[config.mk]
export PLATFORM = sky130hd
export DESIGN_NAME = fsm1_driver_flat
export DESIGN_NICKNAME = d
export VERILOG_FILES = /design/src/rtl/fsm1_driver_if.sv /design/src/rtl/fsm1_driver.sv /design/src/flat_wrapper.sv
export SDC_FILE = /design/constraint.sdc
export NUM_CORES = 1
export LEC_CHECK = 0
export ABC_CLOCK_PERIOD_IN_PS = 1400
export CORE_MARGIN = 4
export CORE_UTILIZATION = 35
export CTS_CLUSTER_DIAMETER = 200
export DETAILED_ROUTE_END_ITERATION = 8
export SLEW_MARGIN = 0
export SYNTH_ARGS = -nofsm -noshare
export SYNTH_HDL_FRONTEND = slang
export SYNTH_SLANG_ARGS = --single-unit
[constraint.sdc]
create_clock -name clk -period 1.4 [get_ports clk]
set_input_delay 0.14 -clock clk [delete_from_list [all_inputs] [get_ports clk]]
set_output_delay 0.14 -clock clk [all_outputs]
set_load 0.02 [all_outputs]
[src/rtl/fsm1_driver_if.sv]
// Command/response bundle between the run harness and fsm1_driver.
// The harness drives through master; the driver sits on slave.
interface fsm1_driver_if;
  logic       cmd_valid;
  logic [1:0] cmd_target;
  logic       cmd_ready;
  logic       rsp_valid;
  logic       rsp_error;
  logic [1:0] rsp_steps;
  logic       busy;

  modport master (
    output cmd_valid,
    output cmd_target,
    input  cmd_ready,
    input  rsp_valid,
    input  rsp_error,
    input  rsp_steps,
    input  busy
  );

  modport slave (
    input  cmd_valid,
    input  cmd_target,
    output cmd_ready,
    output rsp_valid,
    output rsp_error,
    output rsp_steps,
    output busy
  );
endinterface

[src/rtl/fsm1_driver.sv]
// Steers the three-state A/B/C FSM into a requested state by
// issuing one-cycle input pulses and watching its state feedback.
module fsm1_driver #(
  parameter int TIMEOUT = 8,
  parameter int TW      = 4
) (
  input  logic         clk,
  input  logic         reset,
  fsm1_driver_if.slave bus,
  input  logic         state_obs1,
  input  logic         state_obs0,
  output logic         input1,
  output logic         input2
);

  typedef enum logic [2:0] {
    S_IDLE,
    S_PLAN,
    S_DRIVE,
    S_WAIT,
    S_RESP
  } st_t;

  st_t           state_q, state_d;
  logic [1:0]    tgt_q, tgt_d;
  logic [1:0]    exp_q, exp_d;
  logic [1:0]    prev_q, prev_d;
  logic [1:0]    steps_q, steps_d;
  logic [TW-1:0] timer_q, timer_d;
  logic          err_q, err_d;
  logic [1:0]    drv_q, drv_d;
  logic [1:0]    obs;
  logic [1:0]    plan_pair;
  logic [1:0]    plan_exp;

  assign obs = {state_obs1, state_obs0};

  // One hop toward the target; B and C only have one exit each.
  always_comb begin
    plan_pair = 2'b10;
    plan_exp  = 2'b01;
    unique case (obs)
      2'b00: begin
        plan_pair = tgt_q;
        plan_exp  = tgt_q;
      end
      2'b01: begin
        plan_pair = 2'b11;
        plan_exp  = 2'b00;
      end
      default: begin
        plan_pair = 2'b10;
        plan_exp  = 2'b01;
      end
    endcase
  end

  always_comb begin
    state_d = state_q;
    tgt_d   = tgt_q;
    exp_d   = exp_q;
    prev_d  = prev_q;
    steps_d = steps_q;
    timer_d = timer_q;
    err_d   = err_q;
    drv_d   = 2'b00;
    unique case (state_q)
      S_IDLE: begin
        if (bus.cmd_valid) begin
          tgt_d   = bus.cmd_target;
          steps_d = 2'd0;
          err_d   = 1'b0;
          state_d = S_PLAN;
        end
      end
      S_PLAN: begin
        if (tgt_q == 2'b11 || obs == 2'b11) begin
          err_d   = 1'b1;
          state_d = S_RESP;
        end else if (obs == tgt_q) begin
          err_d   = 1'b0;
          state_d = S_RESP;
        end else begin
          drv_d   = plan_pair;
          exp_d   = plan_exp;
          prev_d  = obs;
          state_d = S_DRIVE;
        end
      end
      S_DRIVE: begin
        steps_d = steps_q + 2'd1;
        timer_d = '0;
        state_d = S_WAIT;
      end
      S_WAIT: begin
        timer_d = timer_q + TW'(1);
        if (obs == exp_q && exp_q == tgt_q) begin
          err_d   = 1'b0;
          state_d = S_RESP;
        end else if (obs == exp_q) begin
          state_d = S_PLAN;
        end else if (obs != prev_q) begin
          err_d   = 1'b1;
          state_d = S_RESP;
        end else if (timer_q == TW'(TIMEOUT - 1)) begin
          err_d   = 1'b1;
          state_d = S_RESP;
        end
      end
      S_RESP: begin
        state_d = S_IDLE;
      end
      default: begin
        state_d = S_IDLE;
      end
    endcase
  end

  always_ff @(posedge clk) begin
    if (reset) begin
      state_q <= S_IDLE;
      tgt_q   <= 2'b00;
      exp_q   <= 2'b00;
      prev_q  <= 2'b00;
      steps_q <= 2'd0;
      timer_q <= '0;
      err_q   <= 1'b0;
      drv_q   <= 2'b00;
    end else begin
      state_q <= state_d;
      tgt_q   <= tgt_d;
      exp_q   <= exp_d;
      prev_q  <= prev_d;
      steps_q <= steps_d;
      timer_q <= timer_d;
      err_q   <= err_d;
      drv_q   <= drv_d;
    end
  end

  assign input1        = drv_q[1];
  assign input2        = drv_q[0];
  assign bus.busy      = (state_q != S_IDLE);
  assign bus.cmd_ready = (state_q == S_IDLE) && !reset;
  assign bus.rsp_valid = (state_q == S_RESP);
  assign bus.rsp_error = bus.rsp_valid & err_q;
  assign bus.rsp_steps = bus.rsp_valid ? steps_q : 2'd0;

endmodule

[src/flat_wrapper.sv]
// flat-port wrapper written by rule: the top's interface ports become plain ports
module fsm1_driver_flat 
#(
  parameter int TIMEOUT = 8,
  parameter int TW      = 4
)
  (clk, reset, state_obs1, state_obs0, input1, input2, bus_cmd_valid, bus_cmd_target, bus_cmd_ready, bus_rsp_valid, bus_rsp_error, bus_rsp_steps, bus_busy);
  fsm1_driver_if bus_i ();
  input  logic clk;
  input  logic reset;
  input  logic state_obs1;
  input  logic state_obs0;
  output logic input1;
  output logic input2;
  input wire logic [$bits(bus_i.cmd_valid)-1:0] bus_cmd_valid;
  input wire logic [$bits(bus_i.cmd_target)-1:0] bus_cmd_target;
  output wire logic [$bits(bus_i.cmd_ready)-1:0] bus_cmd_ready;
  output wire logic [$bits(bus_i.rsp_valid)-1:0] bus_rsp_valid;
  output wire logic [$bits(bus_i.rsp_error)-1:0] bus_rsp_error;
  output wire logic [$bits(bus_i.rsp_steps)-1:0] bus_rsp_steps;
  output wire logic [$bits(bus_i.busy)-1:0] bus_busy;
  assign bus_i.cmd_valid = bus_cmd_valid;
  assign bus_i.cmd_target = bus_cmd_target;
  assign bus_cmd_ready = bus_i.cmd_ready;
  assign bus_rsp_valid = bus_i.rsp_valid;
  assign bus_rsp_error = bus_i.rsp_error;
  assign bus_rsp_steps = bus_i.rsp_steps;
  assign bus_busy = bus_i.busy;
  fsm1_driver #(.TIMEOUT(TIMEOUT), .TW(TW)) u_core (.clk(clk), .reset(reset), .bus(bus_i), .state_obs1(state_obs1), .state_obs0(state_obs0), .input1(input1), .input2(input2));
endmodule
### Word-level counts from Yosys, hierarchy flattened

Cells that the tools add are included.

* register bits after elaboration: 18
* output and inout bits: 8
* word-level logic and storage cells: 69

* bitwise gates (word level): 4
* equality and inequality tests: 17
* add/subtract/negate cells: 2
* reduce and logical (&&, ||, !) cells: 16
* muxes and demuxes: 22

Operators with widths (number)
* 2-to-1 mux 3 bit: 7
* one-hot mux 2 bit (2 select lines): 3
* one-hot mux 3 bit (4 select lines): 1
* one-hot mux 4 bit (2 select lines): 1
* 2-to-1 mux 1 bit: 7
* == test 2 bit: 3
* == test 3 x 2 -> 1 bit (second input constant): 2
* AND reduction 2 bit: 3
* nonzero test 3 bit: 2
* inequality test 5 x 1 -> 1 bit (second input constant): 1
* AND reduction 5 bit: 1
* adder 4 x 1 -> 4 bit (second input constant): 1
* == test 2 bit (second input constant): 2
* == test 4 x 3 -> 1 bit (second input constant): 1
* 2-to-1 mux 2 bit: 2
* inequality test 4 x 1 -> 1 bit (second input constant): 1
* nonzero test 2 bit: 2
* OR reduction 4 bit: 1
* == test 3 x 1 -> 1 bit (second input constant): 1
* == test 3 bit (second input constant): 1
* logical NOT 3 bit: 1
* inequality test 3 x 1 -> 1 bit (second input constant): 1
* inequality test 3 bit (second input constant): 1
* NOT 1 bit: 3
* 11 further kinds: 12

### Logic depth before layout (Yosys ltp)

Gate-level depths: netlist (run 1).

* depth after elaboration: 6
* mapped depth: 6
* depth with buffers taken out: 5

### Worst setup path after synthesis (run 1)

No wires, ideal clock.

* path type: reg-to-reg
* start point: reg u_core.tgt_q[1]
* end point: reg u_core.exp_q[1]
* period minus slack after synthesis: 1.418 ns
* setup time: 0.128 ns
* stages on the path, launching flop included: 7
* arrival time: 1.290 ns
* path buffers: 1
* slack: -0.018 ns
* cells stage by stage: dfxtp_1 > buf_6 > nor2_2 > xor2_2 > nor3b_4 > mux2i_1 > nor2_1

* cells in the longest elaborated chain, start to end: 4

Ends and longest elaborated chain
* from (decl): RTL line fsm1_driver.sv:25 `logic [1:0] tgt_q, tgt_d;`
* from (signal assigned): RTL line fsm1_driver.sv:131 `tgt_q <= tgt_d;`
* == test 2 bit: RTL line fsm1_driver.sv:77 `if (tgt_q == 2'b11 || obs == 2'b11) begin`
* logical OR 1 bit: RTL line fsm1_driver.sv:77
* NOT 1 bit (no source line)
* AND reduction 3 bit (no source line)
* to (signal assigned): RTL line fsm1_driver.sv:132 `exp_q <= exp_d;`
* to (decl): RTL line fsm1_driver.sv:26 `logic [1:0] exp_q, exp_d;`

Parallel ways exist; a longest one is shown, timed or not.
A chain may end at the register's enable or synchronous reset.

### Worst setup path after layout (run 1)

* start point: reg u_core.state_q[0]
* end point: out bus_busy

* cells in the longest elaborated chain, start to end: 1

Ends and longest elaborated chain
* from (decl): RTL line fsm1_driver.sv:24 `st_t state_q, state_d;`
* from (signal assigned): RTL line fsm1_driver.sv:130 `state_q <= state_d;`
* nonzero test 3 bit: RTL line fsm1_driver.sv:143 `assign bus.busy = (state_q != S_IDLE);`
* to (decl): RTL line flat_wrapper.sv:21 `output wire logic [$bits(bus_i.busy)-1:0] bus_busy;`

Every way passes these cells.

==> out/qor.txt, run 1 <==
Crit path required time: 1.26 ns
# fillers: 251
Reg area: 378 sq um
Max rail drop VDD: 0.636 mV
DR pass1 iterations: 4
Detail-routed net length per standard cell: 13.1 um
FF+latch count, synth: 18
RSZ-0062 raised after global routing: true
Area of the multi-input gates: 677 sq um
Startpoint Class: register
Row count: 19
Worst setup EP type: output port
Flop-to-flop setup slack: -0.01 ns
Clock Sinks: 18
DPL Wire Length: 1.81 mm
Most common cell after layout, fill and taps aside: buf_4
Hold path startpoint: state_obs0
Leak Pwr: 0.632 nW
Crit path DAT: 1.32 ns
Clock root buffer: clkbuf_4
Starting Density: 36.8%
CTS tree: built
Final WL: 2.49 mm
Fin. Hold Viols: 0
P&R area growth vs syn: 46.1%
Remaining antenna violation count: 0
Initial drt markers: 16
Worst stage delay on the critical path: 0.41 ns
Die Ht: 62.1 um
Clk network pwr share: 16.2%
Minimum clock period after layout: 1.46 ns
Primary FF master, synth: dfxtp_1
Placed cell area: 1350 sq um
# diodes: 0
EDFF count, synth: 0
Die width: 62.1 um
Worst path slowest cell: or3_4
I/O pins: 15
Hold Buf Count CTS: 0
Longest Clk Path Bufs: 2
Crit path max fanout: 3
Setup slack after layout: -0.0556 ns
Largest net degree at the start of global routing: 18
Largest area contributor in the netlist: dfxtp_1
Measured slew at the worst slew-check pin: 0.312 ns
CP Cell Sequence: or3_4 -> buf_6 -> buf_6
Layout cells sized above 1: 40.9%
Switching Fraction: 33.7%
Initial antenna violation count: 0
RD Place Congestion: 0.880
Comb pwr share: 44.3%
Number of global-route vias before repair: 934
DRC: 0
Mapped Nets: 129
P_sw: 0.524 mW
Fin nets: 169
Via count: 969
Vias per cell: 5.10
Power Total: 1.56 mW
P_int: 1.03 mW
Slew Limit Fails: 0
Buffers on Ports: 14
Share of the synthesized area in the top cell type: 35.2%
CTS Buf Count: 3
Cell family with most CP delay: simple AND/OR/NAND/NOR gates
Setup violations, final: 5
CP Buf/Inv Count: 2
Slew headroom: 79.2%
Ys async rst share: 0%
Clk slew on worst S/H paths: 0.10 ns
Die area: 3850 sq um
Cell area after synthesis: 1020 sq um
Hold WC Path Type: input pin to register
Worst skew pair latency: 0.29 ns
Crit path top cell by count: buf_6
GRT Overall Usage: 13.9%
Reg2reg end: u_core.state_q[1]$_SDFFE_PP0P_
First-pass GRT wire length: 4.04 mm
Max Clock Skew: 0.00809 ns
R2R depth: 5
Ranking of synthesized cells by area: dfxtp_1 35%, nor2_1 7.3%, mux2i_1 4.9%
Max-Cap Viols: 0
Register share of total power: 39.5%
Status: complete, but fails checks
CORE AREA: 2780 sq um
Worst hold endpoint: u_core.prev_q[0]$_SDFFE_PP0P_
Worst r2r src: u_core.state_q[0]$_SDFFE_PP0P_
H-tree depth: 1
Cell Pwr Density: 1040 nW/um^2
Failing checks: negative setup slack
Achievable Freq: 687 MHz
Most frequent cells in the layout: 23 x buf_4, 17 x nor2_1, 12 x dfxtp_1
Gr ovfl total: 0
Finished Cell Area: 1500 sq um
Post-Syn Instances: 121
Unique masters post-synth: 39
Hold Path Cell Cnt: 3
Post-route clock period utilization: 104%
Register area share after synthesis: 35.2%
Mean Syn Cell Area: 8.46 sq um
Kind of critical path: register to output port
Synth warn: 0
-- through the flow --
step / setup WS [ns] / setup TNS (ns) / instances / utilization, % / hold WS, ns
final: -0.0556 / -0.110 / 190 / 53.8 / 0.359
after global routing: -0.0994 / -0.665 / 190 / 53.8 / 0.400
after CTS: -0.00774 / -0.0152 / 189 / 51.4 / 0.361
after detailed placement: -0.459 / -4.44 / 184 / 48.7 / 0.477
after global placement: -0.432 / -4.08 / 184 / 48.7 / 0.462
after floorplan: -0.00293 / -0.00293 / 121 / - / 0.284
-- power groups by stage --
stage	Clock [mW]	Combinational [mW]	Sequential [mW]
after floorplan	0	0.342	0.591
after global placement	0	0.559	0.610
after detailed placement	0	0.565	0.610
after CTS	0.258	0.612	0.602
after global routing	0.283	0.746	0.621
final	0.252	0.689	0.615
-- state kept, by name, indices dropped and copies added, names as in the netlist --
name and flops:
u_core.steps_q 2, u_core.state_q 3, u_core.prev_q 2, u_core.exp_q 2
u_core.tgt_q 2, u_core.timer_q 4, u_core.drv_q 2, u_core.err_q 1
-- worst max path at each step --
| stage | from | endpoint | slack (ns) | depth (start not counted) |
|---|---|---|---|---|
| CTS | u_core.tgt_q[0]$_SDFFE_PP0P_ | u_core.prev_q[1]$_SDFFE_PP0P_ | -0.008 | 6 |
| global placement | state_obs1 | u_core.err_q$_SDFFE_PP0P_ | -0.43 | 6 |
| detailed placement | state_obs1 | u_core.prev_q[1]$_SDFFE_PP0P_ | -0.46 | 7 |
| global route | u_core.state_q[0]$_SDFFE_PP0P_ | bus_busy | -0.1 | 3 |
| floorplan | u_core.state_q[0]$_SDFFE_PP0P_ | u_core.state_q[1]$_SDFFE_PP0P_ | -0.003 | 4 |
| finish | u_core.state_q[0]$_SDFFE_PP0P_ | bus_busy | -0.06 | 3 |
-- worst register-to-register path: stages (launching register included) --
cell	delay, ns
dfxtp_4	0.37
or3_4	0.41
buf_6	0.14
buf_6	0.11
o22ai_4	0.17
o31a_1	0.15
-- cells in the mapped netlist (2+ instances only) --
cell,n
a211oi_1,2
a21oi_1,9
and3_1,5
buf_2,2
buf_4,2
buf_6,2
clkbuf_1,3
dfxtp_1,18
inv_1,3
mux2i_1,5
nand2_1,6
nand2b_1,3
nand3_1,3
nand3b_1,3
nor2_1,20
nor3_1,3
nor3b_1,4
o21ai_0,2
o22ai_1,2
or3_1,2
xnor2_1,3
xor2_1,2
-- kinds of logic after synthesis --
logic type / after synthesis / share of synthesized area, %
AO/OA/AOI/OAI: 23 / 15.4
XOR/XNOR: 6 / 5.87
adder cells (fa/ha/maj): 1 / 1.22
buffers and inverters: 12 / 6.85
flip-flops: 18 / 35.2
multiplexers: 5 / 4.89
AND/OR/NAND/NOR: 56 / 30.6
-- layout make-up --
| cell class | count | share of cell area, % |
|---|---|---|
| well taps | 31 | 2.59 |
| clock buffers | 3 | 1.51 |
| repair buffers | 44 | 24.6 |
| multi-input cells | 91 | 45.3 |
| flip-flops and latches | 18 | 25.3 |
| inverters | 3 | 0.753 |
-- metal layers --
| layer | GRT usage (%) | share of wire (%) |
|---|---|---|
| met3 | 3.10 | 1.6 |
| met2 | 23.1 | 51 |
| met4 | 3.64 | 0.48 |
| met5 | 0 | 0 |
| met1 | 18.1 | 47 |
-- what timing repair did --
item | 4_1_cts | 5_1_grt
pin swaps | 7 | 11
setup buffers | 2 | 0
setup endpoints to repair | 16 | 19
gates resized for setup | 34 | 26
gates cloned | 0 | 1
(Power assumes the default switching activity.)
==> run 2, diff against run 1 <==
Settings changed: CORE_UTILIZATION 35 to 45, DONT_BUFFER_PORTS set to 1.
==> run 2 against run 1 <==
Against the previous run:
- first-iteration DRC count is 100% higher
- the flow still finishes with violations (negative setup slack)
- clock skew is 0.0050 ns lower
- die area is 20% lower
- utilization is 8.1 points higher
- critical path depth is 3 higher
- non-clock buffer count is 17 lower
- global-route usage is 2.5 points higher
- count of clock-buffer cells in the layout is 1 higher
- flip-flop and latch count stayed put
- maximum frequency is 4.2% lower
- sequential power hardly changed
- setup slack worse by 0.064 ns
==> out/qor.txt, run 2 (synthesized netlist as in run 1, its figures left out) <==
Status: complete, but fails checks (unchanged)
Failing checks: negative setup slack (unchanged)
Crit path required time: 1.60 ns (was 1.26 ns)
Crit path DAT: 1.72 ns (was 1.32 ns)
Via count: 948 (was 969)
Starting Density: 46.7% (was 36.8%)
Switching Fraction: 33.5% (was 33.7%)
RD Place Congestion: 0.885 (was 0.880)
Largest net degree at the start of global routing: 19 (was 18)
Hold Path Cell Cnt: 2 (was 3)
Buffers on Ports: 0 (was 14)
Slew headroom: 53.8% (was 79.2%)
Register with the most flip-flops: u_core.timer_q (unchanged)
CP Cell Sequence: buf_4 -> nor3_1 -> o22ai_1 -> o2111ai_2 -> o22ai_2 -> o31a_1 (was or3_4 -> buf_6 -> buf_6)
I/O pins: 15 (unchanged)
Initial drt markers: 32 (was 16)
Crit path max fanout: 5 (was 3)
Die Ht: 55.7 um (was 62.1 um)
Die area: 3100 sq um (was 3850 sq um)
CORE AREA: 2190 sq um (was 2780 sq um)
Worst stage delay on the critical path: 0.39 ns (was 0.41 ns)
Clk slew on worst S/H paths: 0.11 ns (was 0.10 ns)
Initial antenna violation count: 0 (unchanged)
P_sw: 0.506 mW (was 0.524 mW)
Worst r2r src: u_core.tgt_q[1]$_SDFFE_PP0P_ (was u_core.state_q[0]$_SDFFE_PP0P_)
Biggest registers after layout: u_core.timer_q x4, u_core.state_q x3 (unchanged)
Startpoint Class: register (unchanged)
Measured slew at the worst slew-check pin: 0.691 ns (was 0.312 ns)
Layout cells sized above 1: 36.4% (was 40.9%)
Max rail drop VDD: 0.613 mV (was 0.636 mV)
Achievable Freq: 658 MHz (was 687 MHz)
RSZ-0062 raised after global routing: true (unchanged)
Flop-to-flop setup slack: -0.12 ns (was -0.01 ns)
P_int: 1.00 mW (was 1.03 mW)
Number of global-route vias before repair: 881 (was 934)
Vias per cell: 5.54 (was 5.10)
DRC: 0 (unchanged)
Slew Limit Fails: 0 (unchanged)
GRT Overall Usage: 16.4% (was 13.9%)
Worst setup EP type: register (was output port)
Kind of critical path: register to register (was register to output port)
Reg2reg end: u_core.state_q[1]$_SDFFE_PP0P_ (unchanged)
Worst hold endpoint: u_core.exp_q[0]$_SDFFE_PP0P_ (was u_core.prev_q[0]$_SDFFE_PP0P_)
R2R depth: 6 (was 5)
Leak Pwr: 0.530 nW (was 0.632 nW)
# fillers: 195 (was 251)
Clk network pwr share: 22.0% (was 16.2%)
DPL Wire Length: 1.59 mm (was 1.81 mm)
CTS Buf Count: 3 (unchanged)
Worst path slowest cell: dfxtp_4 (was or3_4)
Post-route clock period utilization: 109% (was 104%)
Comb pwr share: 37.1% (was 44.3%)
Max reg flops: 4 (unchanged)
Most common cell after layout, fill and taps aside: buf_4 (unchanged)
Clock root buffer: clkbuf_4 (unchanged)
Minimum clock period after layout: 1.52 ns (was 1.46 ns)
DR pass1 iterations: 4 (unchanged)
Die width: 55.7 um (was 62.1 um)
Worst skew pair latency: 0.30 ns (was 0.29 ns)
H-tree depth: 1 (unchanged)
CP Buf/Inv Count: 1 (was 2)
Setup violations, final: 6 (was 5)
Cell family with most CP delay: compound AO/OA/AOI/OAI gates (was simple AND/OR/NAND/NOR gates)
Fin. Hold Viols: 0 (unchanged)
Hold WC Path Type: input pin to register (unchanged)
Dpl ws: -0.0573 ns (was -0.459 ns)
Cell Pwr Density: 1110 nW/um^2 (was 1040 nW/um^2)
Max-Cap Viols: 0 (unchanged)
Power Total: 1.51 mW (was 1.56 mW)
Detail-routed net length per standard cell: 15.2 um (was 13.1 um)
Remaining antenna violation count: 0 (unchanged)
Fin nets: 152 (was 169)
# diodes: 0 (unchanged)
Clock Sinks: 18 (unchanged)
Max Clock Skew: 0.00312 ns (was 0.00809 ns)
Row count: 17 (was 19)
Longest Clk Path Bufs: 2 (unchanged)
Hold path startpoint: state_obs1 (was state_obs0)
Register share of total power: 40.8% (was 39.5%)
CTS tree: built (unchanged)
Gr ovfl total: 0 (unchanged)
First-pass GRT wire length: 4.06 mm (was 4.04 mm)
P&R area growth vs syn: 32.4% (was 46.1%)
Fin Hold WS: 0.0523 ns (was 0.359 ns)
Setup slack after layout: -0.119 ns (was -0.0556 ns)
Final WL: 2.60 mm (was 2.49 mm)
Most frequent cells in the layout: 18 x buf_4, 16 x nor2_1, 13 x dfxtp_1 (was 23 x buf_4, 17 x nor2_1, 12 x dfxtp_1)
==> run 2: cell count changes in the layout (fill, tap and decap cells not counted), sizes merged <==
cell           previous run  this run
buf                      34        22
clkbuf                    5         4
clkdlybuf4s50             5         0
dlygate4sd2               2         0
dlygate4sd3               0         5
dlymetal6s2s              1         0
==> run 2: cell type report <==
cell class | instances | area, sq um | area share (%)
Sequential cell | 18 | 379 | 28.0
Inverter | 3 | 11.3 | 0.831
Timing Repair Buffer | 27 | 230 | 17.0
Tap cell | 28 | 35.0 | 2.59
Multi-Input combinational cell | 91 | 663 | 48.9
Clock buffer | 4 | 36.3 | 2.68
==> run 2: what timing repair did <==
item | in CTS | in global routing
hold endpoints to repair | 17 | 17
setup buffers | 4 | 1
pin swaps | 6 | 9
hold buffers | 1 | 4
gates resized for setup | 15 | 14
endpoints found under the setup margin | 9 | 17
==> run 2: power by group through the flow <==
stage          clock network [mW]  registers (mW)  logic (mW)
2_1_floorplan                   0           0.591       0.342
3_3_place_gp                    0           0.623       0.436
3_5_place_dp                    0           0.624       0.441
4_1_cts                     0.341           0.616       0.495
5_1_grt                     0.365           0.623       0.604
6_report                    0.333           0.616       0.560
==> run 2: how the worst max path moves through the flow <==
stage	from	end	slack [ns]	cells after the start
global route	u_core.tgt_q[1]$_SDFFE_PP0P_	u_core.state_q[1]$_SDFFE_PP0P_	-0.19	6
CTS	u_core.state_q[2]$_SDFFE_PP0P_	bus_cmd_ready	-0.009	2
detailed placement	u_core.tgt_q[1]$_SDFFE_PP0P_	u_core.state_q[1]$_SDFFE_PP0P_	-0.06	6
global placement	u_core.tgt_q[1]$_SDFFE_PP0P_	u_core.state_q[1]$_SDFFE_PP0P_	-0.02	6
finish	u_core.tgt_q[1]$_SDFFE_PP0P_	u_core.state_q[1]$_SDFFE_PP0P_	-0.12	6
floorplan	u_core.state_q[0]$_SDFFE_PP0P_	u_core.state_q[1]$_SDFFE_PP0P_	-0.003	4
==> run 2: per-stage QoR <==
step	util, %	setup TNS [ns]	instance area [sq um]	std cells
floorplan	-	-0.00293	1030	121
global placement	51.8	-0.0248	1130	157
detailed placement	51.8	-0.0769	1130	157
CTS	57.6	-0.00994	1260	166
global route	61.9	-0.976	1360	171
finish	61.9	-0.238	1360	171
==> run 2: layer usage <==
| layer | vias up | GRT usage, % | routed length [um] |
|---|---|---|---|
| met5 | - | 0 | 0 |
| met4 | 0 | 8.33 | 37 |
| met1 | 442 | 20.5 | 1170 |
| met3 | 5 | 3.48 | 134 |
| li1 | 465 | - | - |
| met2 | 36 | 26.4 | 1260 |
==> run 2: worst register-to-register path, stage by stage, from the launching register on <==
cell and delay (ns):
dfxtp_4 0.39, buf_4 0.14, nor3_1 0.22, o22ai_1 0.13
o2111ai_2 0.10, o22ai_2 0.13, o31a_1 0.30
==> run 3, diff against run 2 <==
Settings changed: RECOVER_POWER set to 50.
==> results of run 3 <==
No change in the layout: final DEF, timing and power equal those of run 2.
